===== src/rtl/serial_adder.sv =====
// serial_adder: bit-serial adder that handles one bit per clock, LSB first.
// A start is accepted only in IDLE, so a new operation can begin every WIDTH+2 clocks.
module serial_adder #(
  parameter int WIDTH = 8
) (
  input  logic             clk,
  input  logic             rst_n,
  input  logic             start,
  input  logic [WIDTH-1:0] a,
  input  logic [WIDTH-1:0] b,
  input  logic             cin,
  output logic             busy,
  output logic             done,
  output logic [WIDTH-1:0] sum,
  output logic             cout
);
  localparam int CW = $clog2(WIDTH);
  typedef enum logic [1:0] {IDLE, SHIFT, DONE} state_t;
  state_t state, next;
  logic [WIDTH-1:0] acc, rb;
  logic [CW-1:0] cnt;
  logic carry, s, c_n, last;
  assign s = acc[0] ^ rb[0] ^ carry;
  assign c_n = (acc[0] & rb[0]) | (acc[0] & carry) | (rb[0] & carry);
  assign last = cnt == CW'(WIDTH-1);
  assign busy = state != IDLE;
  assign done = state == DONE;
  always_ff @(posedge clk or negedge rst_n)
    if (!rst_n) state <= IDLE;
    else state <= next;
  always_comb begin
    next = state;
    next = state == IDLE ? (start ? SHIFT : IDLE) : state == SHIFT ? (last ? DONE : SHIFT) : IDLE;
  end
  // acc holds the augend and doubles as the result register: each sum bit enters
  // at the MSB as the consumed augend bit leaves at the LSB.
  always_ff @(posedge clk or negedge rst_n)
    if (!rst_n) begin
      acc <= '0;
      rb <= '0;
      carry <= 1'b0;
      cnt <= '0;
      sum <= '0;
      cout <= 1'b0;
    end else if (state == IDLE && start) begin
      acc <= a;
      rb <= b;
      carry <= cin;
      cnt <= '0;
    end else if (state == SHIFT) begin
      acc <= {s, acc[WIDTH-1:1]};
      rb <= rb >> 1;
      carry <= c_n;
      cnt <= cnt + 1'b1;
      if (last) begin
        sum <= {s, acc[WIDTH-1:1]};
        cout <= c_n;
      end
    end
endmodule


===== config.mk =====
export PLATFORM = sky130hd
export DESIGN_NAME = serial_adder
export DESIGN_NICKNAME = d
export VERILOG_FILES = /design/src/rtl/serial_adder.sv
export SDC_FILE = /design/constraint.sdc
export NUM_CORES = 1
export LEC_CHECK = 0
export ABC_AREA = 1
export CAP_MARGIN = 40
export CORE_ASPECT_RATIO = 2
export CORE_MARGIN = 2
export CORE_UTILIZATION = 45
export DETAILED_ROUTE_END_ITERATION = 8
export GPL_TIMING_DRIVEN = 0
export PLACE_DENSITY_LB_ADDON = 0.2
export RECOVER_POWER = 100
export SYNTH_ARGS = -nofsm -noshare
export SYNTH_HDL_FRONTEND = slang
export SYNTH_SLANG_ARGS = --single-unit

===== constraint.sdc =====
create_clock -name clk -period 3.15 [get_ports clk]
set_clock_uncertainty 0.15 [all_clocks]
set_input_delay 0.7875 -clock clk [delete_from_list [all_inputs] [get_ports clk]]
set_output_delay 0.7875 -clock clk [all_outputs]
set_load 0.005 [all_outputs]

Word level (Yosys, flattened, before mapping)
Cells that the tools add are included.
- flip-flop bits (word level): 31
- bits of input ports: 20
- logic and storage cells: 36
- multiplexer cells: 12
- bitwise logic cells: 8
- reduce and logical (&&, ||, !) cells: 5
- equality and inequality tests: 3
- add/subtract/negate cells: 1
- operators by type and width (kind ; number):
    8-bit two-way mux ; 4
    2-bit two-way mux ; 3
    3-bit two-way mux ; 2
    2-bit nonzero test ; 2
    3-bit by 1-bit adder with 3-bit output, second input constant ; 1
    1-bit bitwise AND ; 3
    3-bit equality test, second input constant ; 1
    1-bit two-way mux ; 3
    3-bit AND reduction ; 1
    2-bit by 1-bit equality test with 1-bit output, second input constant ; 1
    2-bit equality test, second input constant ; 1
    2-bit logical NOT ; 1
    1-bit bitwise OR ; 2
    1-bit bitwise XOR ; 2
    1-bit logical AND ; 1
    1-bit NOT ; 1

Longest topological paths before layout
Gate-level depths: netlist of run 1.
- depth in word-level cells: 5
- depth in mapped cells: 7
- depth with buffers taken out: 6

Worst setup path before layout of run 1
No wires, ideal clock.
- path kind: register -> output
- start point: register state[0]
- end point: output port busy
- data required time: 2.213 ns
- arrival time: 0.843 ns
- stages on the path, launching flop included: 5
- slack: 1.369 ns
- cell sequence: dfrtp_1 > buf_6 > nor2_8 > buf_4 > inv_1
- cells in the longest elaborated chain, start to end: 1
- RTL lines (element ; line ; text):
    start: declaration ; 19 ; state_t state, next;
    start signal: assignment ; 30 ; else state <= next;
    2-bit nonzero test ; 26 ; assign busy = state != IDLE;
    end: declaration ; 12 ; output logic busy,
No other way between the ends.

Worst setup path after layout of run 1
Ends and elaborated chain as after synthesis.

==> results of run 1 <==
cells in the mapped netlist, drive strengths merged:
| cell type | count | area share |
|---|---|---|
| dfrtp | 31 | 0.49 |
| nor2 | 3 | 0.022 |
| fa | 1 | 0.013 |
| inv | 16 | 0.040 |
| buf | 9 | 0.051 |
| nand2 | 95 | 0.25 |
| ha | 2 | 0.016 |
| nand3 | 33 | 0.11 |
| o21ai | 3 | 0.014 |
routing by layer:
metal | vias up | global-route usage | share of wire | routed length [µm]
li1 | 671 | - | - | -
met1 | 574 | 0.188 | 0.43 | 1280
met2 | 27 | 0.293 | 0.51 | 1530
met3 | 7 | 0.0454 | 0.034 | 101
met4 | 0 | 0.0909 | 0.019 | 58
met5 | - | 0 | 0 | 0
worst min-delay path: stages, from the launching register on:
cell and delay (ns):
dfrtp_1 0.34, nand2_1 0.05, nand2_1 0.04
cell families (layout without fill, tap and decap cells):
logic type,after synthesis,in the layout
AOI/OAI and AO/OA,3,3
adders and majority gates,3,3
buffers and inverters,25,61
DFF,31,31
and+or+nand+nor,131,131
stage by stage:
step | total power [mW] | util | hold WS, ns | setup slack [ns] | std cells
floorplan | 1.24 | - | 0.296 | 1.37 | 193
global placement | 1.50 | 0.566 | 0.303 | 0.527 | 254
detailed placement | 1.52 | 0.564 | 0.307 | 0.859 | 254
CTS | 1.83 | 0.590 | 0.323 | 0.548 | 261
global route | 1.90 | 0.576 | 0.331 | 0.271 | 261
finish | 1.74 | 0.576 | 0.312 | 0.324 | 261
state kept, by name (all words and copies together) (netlist names):
register  count
carry         1
cout          1
sum           8
acc           8
cnt           3
rb            8
state         2
report_power, final:
group | total (mW) | switching (mW) | internal [mW]
clock network | 0.308 | 0.137 | 0.171
logic | 0.732 | 0.398 | 0.334
registers | 0.702 | 0.112 | 0.590
final timing paths:
check,depth (start not counted),end
setup reg to reg,6,sum[4]
max in group asynchronous,1,rb[4]
hold reg to reg,2,sum[2]
min in group asynchronous,1,cout
hold / removal,2,sum[2]
setup / recovery,5,busy
cell type report:
type                    instances  area, µm²
clock inverters                 1       5.00
inverters                      16       62.6
repair buffers                 29        284
clock buffers                   6       82.6
well taps                      32       40.0
fillers                       316       1430
flip-flops and latches         31        776
multi-input cells             137        638
plain buffers                   9       58.8
==> impl_results.md, run 1 <==
* Status: complete, but fails checks
* Violated checks: max-capacitance violations, max-slew violations
* CP Class: reg2out
* Final HPWL DP at 2180 µm
* Share of post-route cells with drive strength above 1 at 0.0742
* Flop2flop setup slack at 1.32 ns
* Rows at 30
* ANT nets after route at 0
* Final min period at 2.83 ns
* Critical Path RT at 2.21 ns
* Count of cell types in the netlist at 19
* Pwr dens at 895 nW/µm²
* Antenna diode count at 0
* DR WL/cell at 11.4 µm
* MaxCap Viol Count at 1
* Fmax at 354 MHz
* Max-slew violation count at 32
* Seq/Total Area, Yosys at 0.491
* Hold_sp: sum[2]
* First-pass GRT wire length at 5150 µm
* Grt ovf at 0
* CP delay by family, top: buffers and inverters
* XOR/XNOR share of the synthesized area at 0
* RSZ-0062 raised after global routing: no
* Initial antenna violation count at 0
* # H-tree levels at 2
* CP max-delay cell: clkdlybuf4s50_1
* I/O pins at 31
* Die span in x at 45.9 µm
* Synth Area in Simple Gates at 0.375
* Cell Chain, Critical Path: buf_6 > nor2_8 > clkbuf_1 > inv_1 > clkdlybuf4s50_1
* Worst Path Arrival at 1.89 ns
* CTS Sinks at 31
* VDD IR max at 0.446 mV
* Core box area at 3380 µm²
* Worst hold path type: reg2reg
* Synth warnings at 0
* Tcrit/Tclk final at 0.897
* Hold_buf cts at 0
* CP Launch Point: state[0]
* Initial Util at 0.468
* Total wire length at 2980 µm
* CTS tree: done
* Worst-margin pin slew at 1.61 ns
* Most frequent cells in the layout: 93 x nand2_1, 32 x nand3_1, 31 x dfrtp_1
* Synth Net Count at 216
* Worst skew pair latency at 0.28 ns
* Max-slew headroom at -0.0747
* Fin. Hold Viols at 0
* DRC viols at 0
* CTS Buf Count at 5
* Die height at 87.8 µm
* Startpoint of the worst register-to-register path: cnt[0]
* Worst path bufs/invs at 4
* Flops & latches, synth at 31
* Pin count of the biggest net entering global routing at 32
* Largest family of logic cells by synthesized area: simple AND/OR/NAND/NOR gates
* Gpl congestion at 0.763
* Drt pass-1 iters at 3
* CTS resizes at 0
* Via density at 4.90
* Area of the mapped netlist at 1580 µm²
* Crit path largest cell delay at 0.45 ns
* Post-synthesis compound-gate area fraction at 0.0143
* Number of global-route vias before repair at 1256
* Worst setup EP type: primary output
* Leak at 1.03 nW
* Total GRT Usage at 0.173
* CTS max path bufs at 2
* Detailed-route via count at 1279
* Commonest non-fill, non-tap cell in the layout: nand2_1
* Iter 0 DRT Violations at 28
* Post-synthesis instance total at 193
* Crit-path max FO at 10
* Synthesized area per cell at 8.19 µm²
* Clock-pin slew on the worst setup and hold paths at 0.06 ns
* Post-route setup TNS at 0 ns
* Root buf cell: clkbuf_8
* Nets at 252
* Kind of start point of the critical path: register
* IO Port Bufs at 29
* Die Area at 4030 µm²
* DP Area at 1910 µm²
* Final instance area at 1950 µm²
* Endpoints failing setup at 0
* Synth-to-Final Area Change at 23.2%
* Mux cell area share after synthesis at 0
* Adder-cell share of the synthesized area at 0.0285
* # Post-CTS Setup Buffers at 0
Note: power is estimated with default switching activity, not from simulation.
==> run 2, diff against run 1 <==
--- a/config.mk
+++ b/config.mk
@@ -9,7 +9,7 @@
 export CAP_MARGIN = 40
 export CORE_ASPECT_RATIO = 2
 export CORE_MARGIN = 2
-export CORE_UTILIZATION = 45
+export CORE_UTILIZATION = 40
 export DETAILED_ROUTE_END_ITERATION = 8
 export GPL_TIMING_DRIVEN = 0
 export PLACE_DENSITY_LB_ADDON = 0.2
==> impl_results.md, run 2 (same netlist as run 1, synthesis figures left out) <==
* Biggest regs: acc x8, rb x8, sum x8
* Pwr dens at 882 nW/µm²
* Fin. Hold Viols at 0
* CTS tree: done
* Violated checks: max-capacitance violations, max-slew violations
* Endpoints failing setup at 0
* Worst hold path type: reg2reg
* Core box area at 3800 µm²
* Total wire length at 3150 µm
* Detailed-route via count at 1304
* Die span in x at 48.4 µm
* Rows at 32
* Max-slew headroom at -0.109
* Crit-path max FO at 10
* Worst Path Arrival at 1.69 ns
* DRC viols at 0
* Kind of start point of the critical path: register
* Pin count of the biggest net entering global routing at 32
* Nets at 252
* Leak at 1.03 nW
* Post-route setup TNS at 0 ns
* Worst skew pair latency at 0.28 ns
* CTS Buf Count at 5
* Fmax at 380 MHz
* ANT nets after route at 0
* Via density at 4.64
* Die height at 92.9 µm
* Final HPWL DP at 2300 µm
* Hold_buf cts at 0
* Initial antenna violation count at 0
* Fin Hold WS at 0.312 ns
* DR WL/cell at 11.2 µm
* Gpl congestion at 0.756
* CTS Sinks at 31
* CTS resizes at 0
* Initial Util at 0.415
* Die Area at 4500 µm²
* Critical Path RT at 2.21 ns
* Final min period at 2.63 ns
* Flop2flop setup slack at 1.30 ns
* Commonest non-fill, non-tap cell in the layout: nand2_1
* CTS max path bufs at 2
* Clock-pin slew on the worst setup and hold paths at 0.06 ns
* Drt pass-1 iters at 4
* RSZ-0062 raised after global routing: no
* First-pass GRT wire length at 5580 µm
* # Post-CTS Setup Buffers at 0
* VDD IR max at 0.407 mV
* Iter 0 DRT Violations at 28
* Number of global-route vias before repair at 1251
* I/O pins at 31
* MaxCap Viol Count at 1
* Antenna diode count at 0
* # H-tree levels at 2
* Tcrit/Tclk final at 0.834
* Max-slew violation count at 32
* Grt ovf at 0
* Synth-to-Final Area Change at 24.5%
* Most frequent cells in the layout: 92 x nand2_1, 32 x nand3_1, 31 x dfrtp_1
* CP Class: reg2out
* Worst setup EP type: primary output
* Share of post-route cells with drive strength above 1 at 0.0739
* Total GRT Usage at 0.162
* Worst-margin pin slew at 1.66 ns
* Root buf cell: clkbuf_8
* IO Port Bufs at 29
* Status: complete, but fails checks
* Filler cell count at 382
## run 2: stage by stage
step	utilization	total power [mW]	setup WS, ns	std cells	area [µm²]
floorplan	-	1.24	1.37	193	1580
global placement	0.509	1.51	0.518	273	1930
detailed placement	0.507	1.53	0.837	273	1930
CTS	0.529	1.83	0.527	281	2010
global route	0.517	1.90	0.429	281	1970
finish	0.517	1.74	0.522	281	1970
## run 2: final cells by class
class,count,area [µm²],share of cell area
Timing Repair Buffer,29,284,0.144
Sequential cell,31,776,0.394
Inverter,16,62.6,0.0318
Clock buffer,7,76.3,0.0388
Tap cell,51,63.8,0.0324
Clock inverter,1,5.00,0.00254
Multi-Input combinational cell,137,646,0.328
Buffer,9,55.1,0.0280
## run 2: per-layer routing
metal	wire (µm)	track usage	vias to the layer above
met5	0	0	-
met4	72	0.0881	0
met3	126	0.0323	6
met2	1650	0.294	34
met1	1300	0.172	592
li1	-	-	672
## run 2: worst paths after layout
kind | startpoint | endpoint | depth (start not counted)
max in group asynchronous | rst_n | rb[7] | 1
setup reg to reg | cnt[0] | cout | 6
hold / removal | sum[0] | sum[0] | 2
setup / recovery | state[1] | done | 4
min in group asynchronous | rst_n | cout | 1
hold reg to reg | sum[0] | sum[0] | 2
## run 2: report_power, final
part	leakage (nW)	switching (mW)	internal [mW]
registers	0.382	0.115	0.590
logic	0.605	0.405	0.335
clock network	0.0422	0.136	0.155
## run 2: critical path, cell delays in order (launching register included)
cell and delay [ns]:
dfrtp_1 0.44, inv_1 0.17, buf_6 0.18, nor2_1 0.11, clkdlybuf4s50_1 0.51
==> run 3, diff against run 2 <==
==> constraint.sdc (replaced) <==
create_clock -name clk -period 2.5 [get_ports clk]
set_clock_uncertainty 0.15 [all_clocks]
set_input_delay 0.625 -clock clk [delete_from_list [all_inputs] [get_ports clk]]
set_output_delay 0.625 -clock clk [all_outputs]
set_load 0.005 [all_outputs]
==> impl_results.md, run 3 (same netlist as run 1, synthesis figures left out) <==
* CP Launch Point: state[0]
* Int Pwr at 1.37 mW
* ANT nets after route at 0
* DRC viols at 0
* Met3 WL at 122 µm
* First-pass GRT wire length at 5580 µm
* Drt pass-1 iters at 4
* Die height at 92.9 µm
* Die Area at 4500 µm²
* Fin. Hold Viols at 0
* Detailed-route via count at 1301
* Nets at 252
* Clock power frac at 0.166
* CTS Buf Count at 5
* MaxCap Viol Count at 1
* Worst setup EP type: primary output
* Post-place setup slack at 0.349 ns
* Final HPWL DP at 2300 µm
* Endpoints failing setup at 0
* Sequential Power Share at 0.404
* Clock-pin slew on the worst setup and hold paths at 0.06 ns
* Number of global-route vias before repair at 1251
* CP max-delay cell: clkdlybuf4s50_1
* Worst hold path depth at 2
* CTS tree: done
* Fmax at 415 MHz
* RSZ-0062 raised after global routing: no
* Worst R2R End: cout
* Worst setup margin at 0.0924 ns
* Crit path largest cell delay at 0.51 ns
* Worst Path Arrival at 1.63 ns
* Hold_buf cts at 0
* Max-slew headroom at -0.103
* Biggest regs: acc x8, rb x8, sum x8
* Synth-to-Final Area Change at 25.5%
* Worst R2R Path Depth at 6
* Worst skew pair latency at 0.28 ns
* Antenna diode count at 0
* Worst path bufs/invs at 3
* Cell Chain, Critical Path: buf_6 > buf_2 > nor2_1 > clkdlybuf4s50_1
* Tcrit/Tclk final at 0.963
* Max-slew violation count at 32
* Total GRT Usage at 0.162
* Status: complete, but fails checks
* Startpoint of the worst register-to-register path: cnt[0]
* Wire length on met1 at 1270 µm
* P_sw at 826 µW
* Share of post-route cells with drive strength above 1 at 0.0870
* Pwr dens at 1110 nW/µm²
* Gate power share at 0.430
* Sw Ratio at 0.376
* CP Class: reg2out
* Violated checks: max-capacitance violations, max-slew violations
* Core box area at 3800 µm²
* Total wire length at 3130 µm
* Post-route setup TNS at 0 ns
* Top sig layer: met4
* Leak at 1.04 nW
* Worst hold path type: reg2reg
* Root buf cell: clkbuf_8
* Most frequent cells in the layout: 92 x nand2_1, 32 x nand3_1, 31 x dfrtp_1
* VDD IR max at 0.514 mV
* Iter 0 DRT Violations at 28
* Worst Hold Path EP: sum[0]
* Met2 wire length at 1670 µm
* Rows at 32
* Hold_sp: sum[0]
* Via density at 4.63
* Worst-margin pin slew at 1.65 ns
* DR WL/cell at 11.2 µm
* Commonest non-fill, non-tap cell in the layout: nand2_1
* I/O pins at 31
* CTS Sinks at 31
* Flop2flop setup slack at 0.65 ns
* Kind of start point of the critical path: register
* IO Port Bufs at 29
* Initial antenna violation count at 0
* Critical Path RT at 1.73 ns
* Initial Util at 0.415
* Grt ovf at 0
* Pin count of the biggest net entering global routing at 32
* CP delay by family, top: buffers and inverters
* # H-tree levels at 2
* Crit-path max FO at 10
* Gpl congestion at 0.756
* CTS max path bufs at 2
* Die span in x at 48.4 µm
* Final min period at 2.41 ns
## run 3: cell type report
cell class / instances / area [µm²]
Fill cell: 380 / 1820
Sequential cell: 31 / 776
Multi-Input combinational cell: 137 / 646
Timing Repair Buffer: 29 / 284
Clock buffer: 7 / 76.3
Buffer: 9 / 70.1
Tap cell: 51 / 63.8
Inverter: 16 / 62.6
Clock inverter: 1 / 5.00
## run 3: worst register-to-register path, stage by stage (launching register included)
cell and delay [ns]:
dfrtp_1 0.37, ha_1 0.16, ha_1 0.29, inv_1 0.07, nor2_1 0.55, nand2_1 0.11
nand2_1 0.09
## run 3: power groups by stage
stage / clock network, mW / registers (mW) / logic, mW
detailed placement: 0 / 0.903 / 1.03
global route: 0.408 / 0.924 / 1.07
CTS: 0.382 / 0.897 / 1.03
global placement: 0 / 0.896 / 1.00
finish: 0.365 / 0.888 / 0.946
floorplan: 0 / 0.881 / 0.679
## run 3: how the worst max path moves through the flow
stage,slack (ns),end,depth (start not counted)
floorplan,0.88,busy,4
global placement,0.03,rb[7],1
detailed placement,0.35,busy,5
CTS,0.04,busy,5
global route,0.01,done,4
finish,0.09,done,4
## run 3: repair_timing
action	4_1_cts	5_1_grt
buffers inserted	0	0
endpoints found under the setup margin	0	1
gates resized for setup	0	1
## run 3: metrics by stage
| step | hold WS, ns | utilization | instances | power, mW | instance area (µm²) |
|---|---|---|---|---|---|
| CTS | 0.263 | 0.529 | 281 | 2.31 | 2010 |
| finish | 0.312 | 0.521 | 281 | 2.20 | 1980 |
| detailed placement | 0.308 | 0.507 | 273 | 1.93 | 1930 |
| floorplan | 0.179 | - | 193 | 1.56 | 1580 |
| global route | 0.338 | 0.521 | 281 | 2.40 | 1980 |
| global placement | 0.303 | 0.509 | 273 | 1.90 | 1930 |
## run 3: layer usage
metal  up-vias  track usage
li1        672            -
met1       592        0.172
met2        31        0.294
met3         6       0.0323
met4         0       0.0881
met5         -            0
